`config.mk`:
```
export PLATFORM = sky130hd
export DESIGN_NAME = shared_unit_sched
export DESIGN_NICKNAME = d
export VERILOG_FILES = /design/src/rtl/shared_unit_sched_pkg.sv /design/src/rtl/shared_unit_sched_rr_pick.sv /design/src/rtl/shared_unit_sched.sv
export SDC_FILE = /design/constraint.sdc
export NUM_CORES = 1
export LEC_CHECK = 0
export CORE_MARGIN = 8
export CORE_UTILIZATION = 40
export CTS_CLUSTER_DIAMETER = 60
export DETAILED_ROUTE_END_ITERATION = 8
export PLACE_DENSITY_LB_ADDON = 0.05
export REMOVE_ABC_BUFFERS = 1
export SLEW_MARGIN = 20
export SYNTH_ARGS = -nofsm -noshare
export SYNTH_HDL_FRONTEND = slang
export SYNTH_SLANG_ARGS = --single-unit
```
`constraint.sdc`:
```
create_clock -name clk -period 3.9 [get_ports clk]
set_clock_uncertainty 0.1 [all_clocks]
set_input_delay 1.17 -clock clk [delete_from_list [all_inputs] [get_ports clk]]
set_output_delay 1.17 -clock clk [all_outputs]
set_load 0.02 [all_outputs]
```
`src/rtl/shared_unit_sched_pkg.sv`:
```
// Shared types and helpers for the round-robin shared-unit scheduler.
package shared_unit_sched_pkg;

  typedef enum logic {IDLE = 1'b0, EXEC = 1'b1} state_e;

  // Bit width needed to hold values 0..v-1, never less than one bit.
  function automatic int clog2(input int v);
    int r;
    r = 1;
    while ((1 << r) < v) r++;
    return r;
  endfunction

endpackage

```
`src/rtl/shared_unit_sched_rr_pick.sv`:
```
// Combinational round-robin pick: first set request bit at or after ptr_i, wrapping.
// Zero latency; any_o low means no winner and win_oh_o is all zero.
module shared_unit_sched_rr_pick
  import shared_unit_sched_pkg::*;
#(
  parameter int N  = 4,
  parameter int PW = clog2(N)
) (
  input  logic [N-1:0]  req_i,
  input  logic [PW-1:0] ptr_i,
  output logic [N-1:0]  win_oh_o,
  output logic [PW-1:0] win_idx_o,
  output logic          any_o
);

  logic found;
  int   j;

  always_comb begin
    found     = 1'b0;
    win_idx_o = '0;
    j         = 0;
    for (int k = 0; k < N; k++) begin
      j = int'(ptr_i) + k;
      if (j >= N) j = j - N;
      if (!found && req_i[PW'(j)]) begin
        found     = 1'b1;
        win_idx_o = PW'(j);
      end
    end
  end

  assign any_o    = found;
  assign win_oh_o = found ? (N'(1) << win_idx_o) : '0;

endmodule

```
`src/rtl/shared_unit_sched.sv`:
```
// Time-multiplexes one shared UNIT_LAT-cycle unit among N_REQ requesters, round-robin.
// Grant one edge after a request is seen in IDLE; result UNIT_LAT edges after grant; requests wait while busy.
module shared_unit_sched
  import shared_unit_sched_pkg::*;
#(
  parameter int N_REQ    = 4,
  parameter int W        = 1,
  parameter int UNIT_LAT = 1
) (
  input  logic               clk,
  input  logic               rst,
  input  logic [N_REQ-1:0]   req,
  input  logic [N_REQ*W-1:0] req_data,
  output logic [N_REQ-1:0]   gnt,
  output logic [N_REQ-1:0]   rsp_valid,
  output logic [W-1:0]       rsp_data,
  output logic [W-1:0]       unit_in,
  input  logic [W-1:0]       unit_out,
  output logic               busy
);

  localparam int PW = clog2(N_REQ);
  localparam int CW = clog2(UNIT_LAT);

  generate
    if (UNIT_LAT < 1 || N_REQ < 2 || N_REQ > 16) begin : g_bad_param
      $error("shared_unit_sched: UNIT_LAT must be >= 1 and N_REQ in 2..16");
    end
  endgenerate

  state_e           state_q;
  logic [PW-1:0]    ptr_q;
  logic [PW-1:0]    sel_q;
  logic [CW-1:0]    cnt_q;
  logic [N_REQ-1:0] gnt_q;
  logic [N_REQ-1:0] rsp_valid_q;
  logic [W-1:0]     rsp_data_q;
  logic [W-1:0]     unit_in_q;
  logic             busy_q;

  logic [N_REQ-1:0] pick_oh;
  logic [PW-1:0]    pick_idx;
  logic             pick_any;
  logic [W-1:0]     pick_opnd;
  logic [PW-1:0]    ptr_d;

  shared_unit_sched_rr_pick #(.N(N_REQ), .PW(PW)) u_pick (
    .req_i     (req),
    .ptr_i     (ptr_q),
    .win_oh_o  (pick_oh),
    .win_idx_o (pick_idx),
    .any_o     (pick_any)
  );

  assign pick_opnd = req_data[int'(pick_idx)*W +: W];
  // The requester just served drops to lowest priority for the next round.
  assign ptr_d     = (sel_q == PW'(N_REQ-1)) ? '0 : sel_q + PW'(1);

  always_ff @(posedge clk) begin
    if (rst) begin
      state_q     <= IDLE;
      ptr_q       <= '0;
      sel_q       <= '0;
      cnt_q       <= '0;
      gnt_q       <= '0;
      rsp_valid_q <= '0;
      rsp_data_q  <= '0;
      unit_in_q   <= '0;
      busy_q      <= 1'b0;
    end else begin
      case (state_q)
        IDLE: begin
          rsp_valid_q <= '0;
          gnt_q       <= pick_oh;
          if (pick_any) begin
            sel_q     <= pick_idx;
            unit_in_q <= pick_opnd;
            cnt_q     <= CW'(UNIT_LAT-1);
            busy_q    <= 1'b1;
            state_q   <= EXEC;
          end
        end
        EXEC: begin
          gnt_q <= '0;
          if (cnt_q != '0) begin
            cnt_q       <= cnt_q - CW'(1);
            rsp_valid_q <= '0;
          end else begin
            rsp_data_q  <= unit_out;
            rsp_valid_q <= N_REQ'(1) << sel_q;
            ptr_q       <= ptr_d;
            busy_q      <= 1'b0;
            state_q     <= IDLE;
          end
        end
        default: state_q <= IDLE;
      endcase
    end
  end

  assign gnt       = gnt_q;
  assign rsp_valid = rsp_valid_q;
  assign rsp_data  = rsp_data_q;
  assign unit_in   = unit_in_q;
  assign busy      = busy_q;

endmodule
```
==> flow_summary.json <==
{
  "finalSetupViolCount": 0,
  "peakVddDrop_v": 0.000221,
  "slew_violations": 0,
  "die-area_um2": 3200,
  "period_needed_ps": 2710,
  "ys_seq_area_frac": 0.488,
  "core_area_um2": 1520,
  "cap_viol_max_count": 0,
  "worstPathArrival_ps": 2790,
  "insertedDiodeCount": 0,
  "grtUsageMet2": 0.130,
  "wl_per_cell_um": 11.9,
  "place_congestion": 0.745,
  "hold_viol_final": 0,
  "port_buffers": 21,
  "ant_nets": 0,
  "dpl.hpwl_um": 1020,
  "cts_resized": 0,
  "start_kind": "input pin",
  "htreeDepth": 1,
  "synth.area.top_cells": "dfxtp_1 49%, mux2i_1 6.1%, nor2_1 5.7%",
  "nets": 106,
  "final_layout_size_suffix_gt1_frac": 0.0753,
  "cts_buffer_depth": 2,
  "fin_crit_sh": 0.694,
  "synth_cell_type_count": 27,
  "busiest_layer": "met2",
  "critPathKind": "input pin to flip-flop",
  "fillerInstances": 148,
  "layout_common_cells": "21 x clkdlybuf4s50_1, 16 x dfxtp_1, 10 x nor2_1, 5 x nor3_1, 5 x inv_1",
  "dp_cells": 105,
  "drt_pre_antenna_iters": 4,
  "grt_pass1_wl_um": 2270,
  "slowest_delay_ps": 470,
  "post-route-cell-area_um2": 908,
  "cts_made_buffers": 3,
  "grt_use_met1": 0.0954,
  "grt_max_degree": 10,
  "rows": 14,
  "crit_fanout": 5,
  "synth.avg_cell_area_um2": 9.25,
  "fin_cells": 109,
  "p_leak_nw": 0.369,
  "start_util": 0.431,
  "ys_ff_latch": 16,
  "crit_path_cell_trace": "clkdlybuf4s50_1 -> mux2i_1 -> nor2_1 -> or3_4 -> mux2_4 -> o211a_1",
  "fp.dieW_um": 56.5,
  "outcome": "finished, final reports clean",
  "multi_input_area_um2": 303,
  "hold_class": "flip-flop to flip-flop",
  "drt-initial-drc-count": 10,
  "netlist_instances": 71,
  "cp_data_required_time_ps": 3980,
  "mostFrequentLayoutCell": "clkdlybuf4s50_1",
  "end_kind": "flip-flop",
  "grtUsageTotal": 0.0852,
  "place_area_um2": 872,
  "grtUsageMet3": 0.0427,
  "area.growth.synth_to_final_pct": 38.3,
  "syn-cell-area_um2": 657,
  "slowest_stage": "clkdlybuf4s50_1",
  "grt_pass1_vias": 555,
  "p_per_area_nw_per_um2": 399,
  "ios": 22,
  "clock_latency_ps": 280,
  "maxSlewHeadroom": 0.626,
  "vias": 567,
  "rsz0062_at_grt": "false",
  "regArea_um2": 320,
  "cts_root_buf": "clkbuf_4",
  "yosysTopAreaCellShare": 0.488,
  "cts_tree": "yes",
  "post-route-drc-count": 0,
  "die_y_um": 56.5,
  "post_cts_buffers": 0,
  "via_per_inst": 5.20,
  "routed_wl_um": 1290,
  "cts.sinks": 16,
  "antenna_found_initial": 0,
  "synth_top_cell_by_area": "dfxtp_1",
  "clkTransAtPathRegs_ps": 90,
  "max_clock_freq_mhz": 369,
  "ctsHoldBuffers": 0,
  "yosys_warnings": 0,
  "worst_pin_slew_ps": 556,
  "overflow": 0,
  "fin_setup_tns_ps": 0
}
worst max-delay path: cells and delay by family:
family                 cells  cell delay (ps)
AO/OA/AOI/OAI              1              200
buffers and inverters      1              470
multiplexers               2              470
AND/OR/NAND/NOR            2              480
cells by family (layout without fill, tap and decap cells):
group | Yosys count | after routing | synth area share
fa+ha+maj | 1 | 1 | 0.0190
mux | 5 | 5 | 0.0838
flops | 16 | 16 | 0.488
simple gates | 29 | 29 | 0.223
buf+inv | 8 | 30 | 0.0514
compound gates | 12 | 12 | 0.135
area by class of cell:
class	count	share of cell area
repair buffers	21	0.231
multi-input cells	47	0.333
inverters	5	0.0207
clock buffers	4	0.0399
well taps	16	0.0220
flip-flops and latches	16	0.353
Yosys cell counts:
cell and number:
dfxtp_1 16, nor2_1 10, inv_1 5, nor3_1 5
mux2i_1 4, nand2_1 4, a21oi_1 2, and3_1 2
clkbuf_1 2, nand2b_1 2, nor2b_1 2, o21ai_0 2
a211oi_1 1, a21oi_2 1, a221o_1 1, buf_4 1
ha_1 1, mux2_4 1, nor3b_1 1, nor4_1 1
o2111ai_1 1, o211a_1 1, o21a_1 1, o31ai_1 1
o32ai_1 1, or3_1 1, or3_4 1
registers in the layout (all words and copies together) (netlist names):
register / cells
ptr_q: 2
sel_q: 2
rsp_valid: 4
busy: 1
rsp_data: 1
state_q: 1
gnt: 4
unit_in: 1
report_power, final:
part | switching [mW] | leakage [nW] | internal (mW) | total (mW)
Clock | 0.0501 | 0.0210 | 0.0567 | 0.107
Sequential | 0.00889 | 0.131 | 0.174 | 0.183
Combinational | 0.0344 | 0.217 | 0.0383 | 0.0726
Total | 0.0934 | 0.369 | 0.269 | 0.363
final timing paths:
kind | startpoint | to | slack, ps | depth (start not counted)
worst max-delay path | req[2] | unit_in | 1190 | 6
worst min-delay path | busy | busy | 380 | 2
worst max register to register | ptr_q[1] | unit_in | 2070 | 5
worst min register to register | busy | busy | 380 | 2
per-layer routing:
| layer | vias up | share of wire | wire length (um) |
|---|---|---|---|
| met3 | 2 | 0.081 | 105 |
| met1 | 253 | 0.47 | 606 |
| met4 | 0 | 0.0077 | 10 |
| li1 | 291 | - | - |
| met2 | 21 | 0.44 | 570 |
| met5 | - | 0 | 0 |
per-stage QoR:
step | power, mW | hold slack (ps) | utilization | setup slack, ps
2_1_floorplan | 0.227 | 348 | - | 1460
3_3_place_gp | 0.260 | 374 | 0.572 | 919
3_5_place_dp | 0.260 | 378 | 0.572 | 883
4_1_cts | 0.367 | 392 | 0.596 | 1190
5_1_grt | 0.385 | 421 | 0.596 | 1120
6_report | 0.363 | 383 | 0.596 | 1190
No activity file was read; power rests on OpenSTA's default activity.
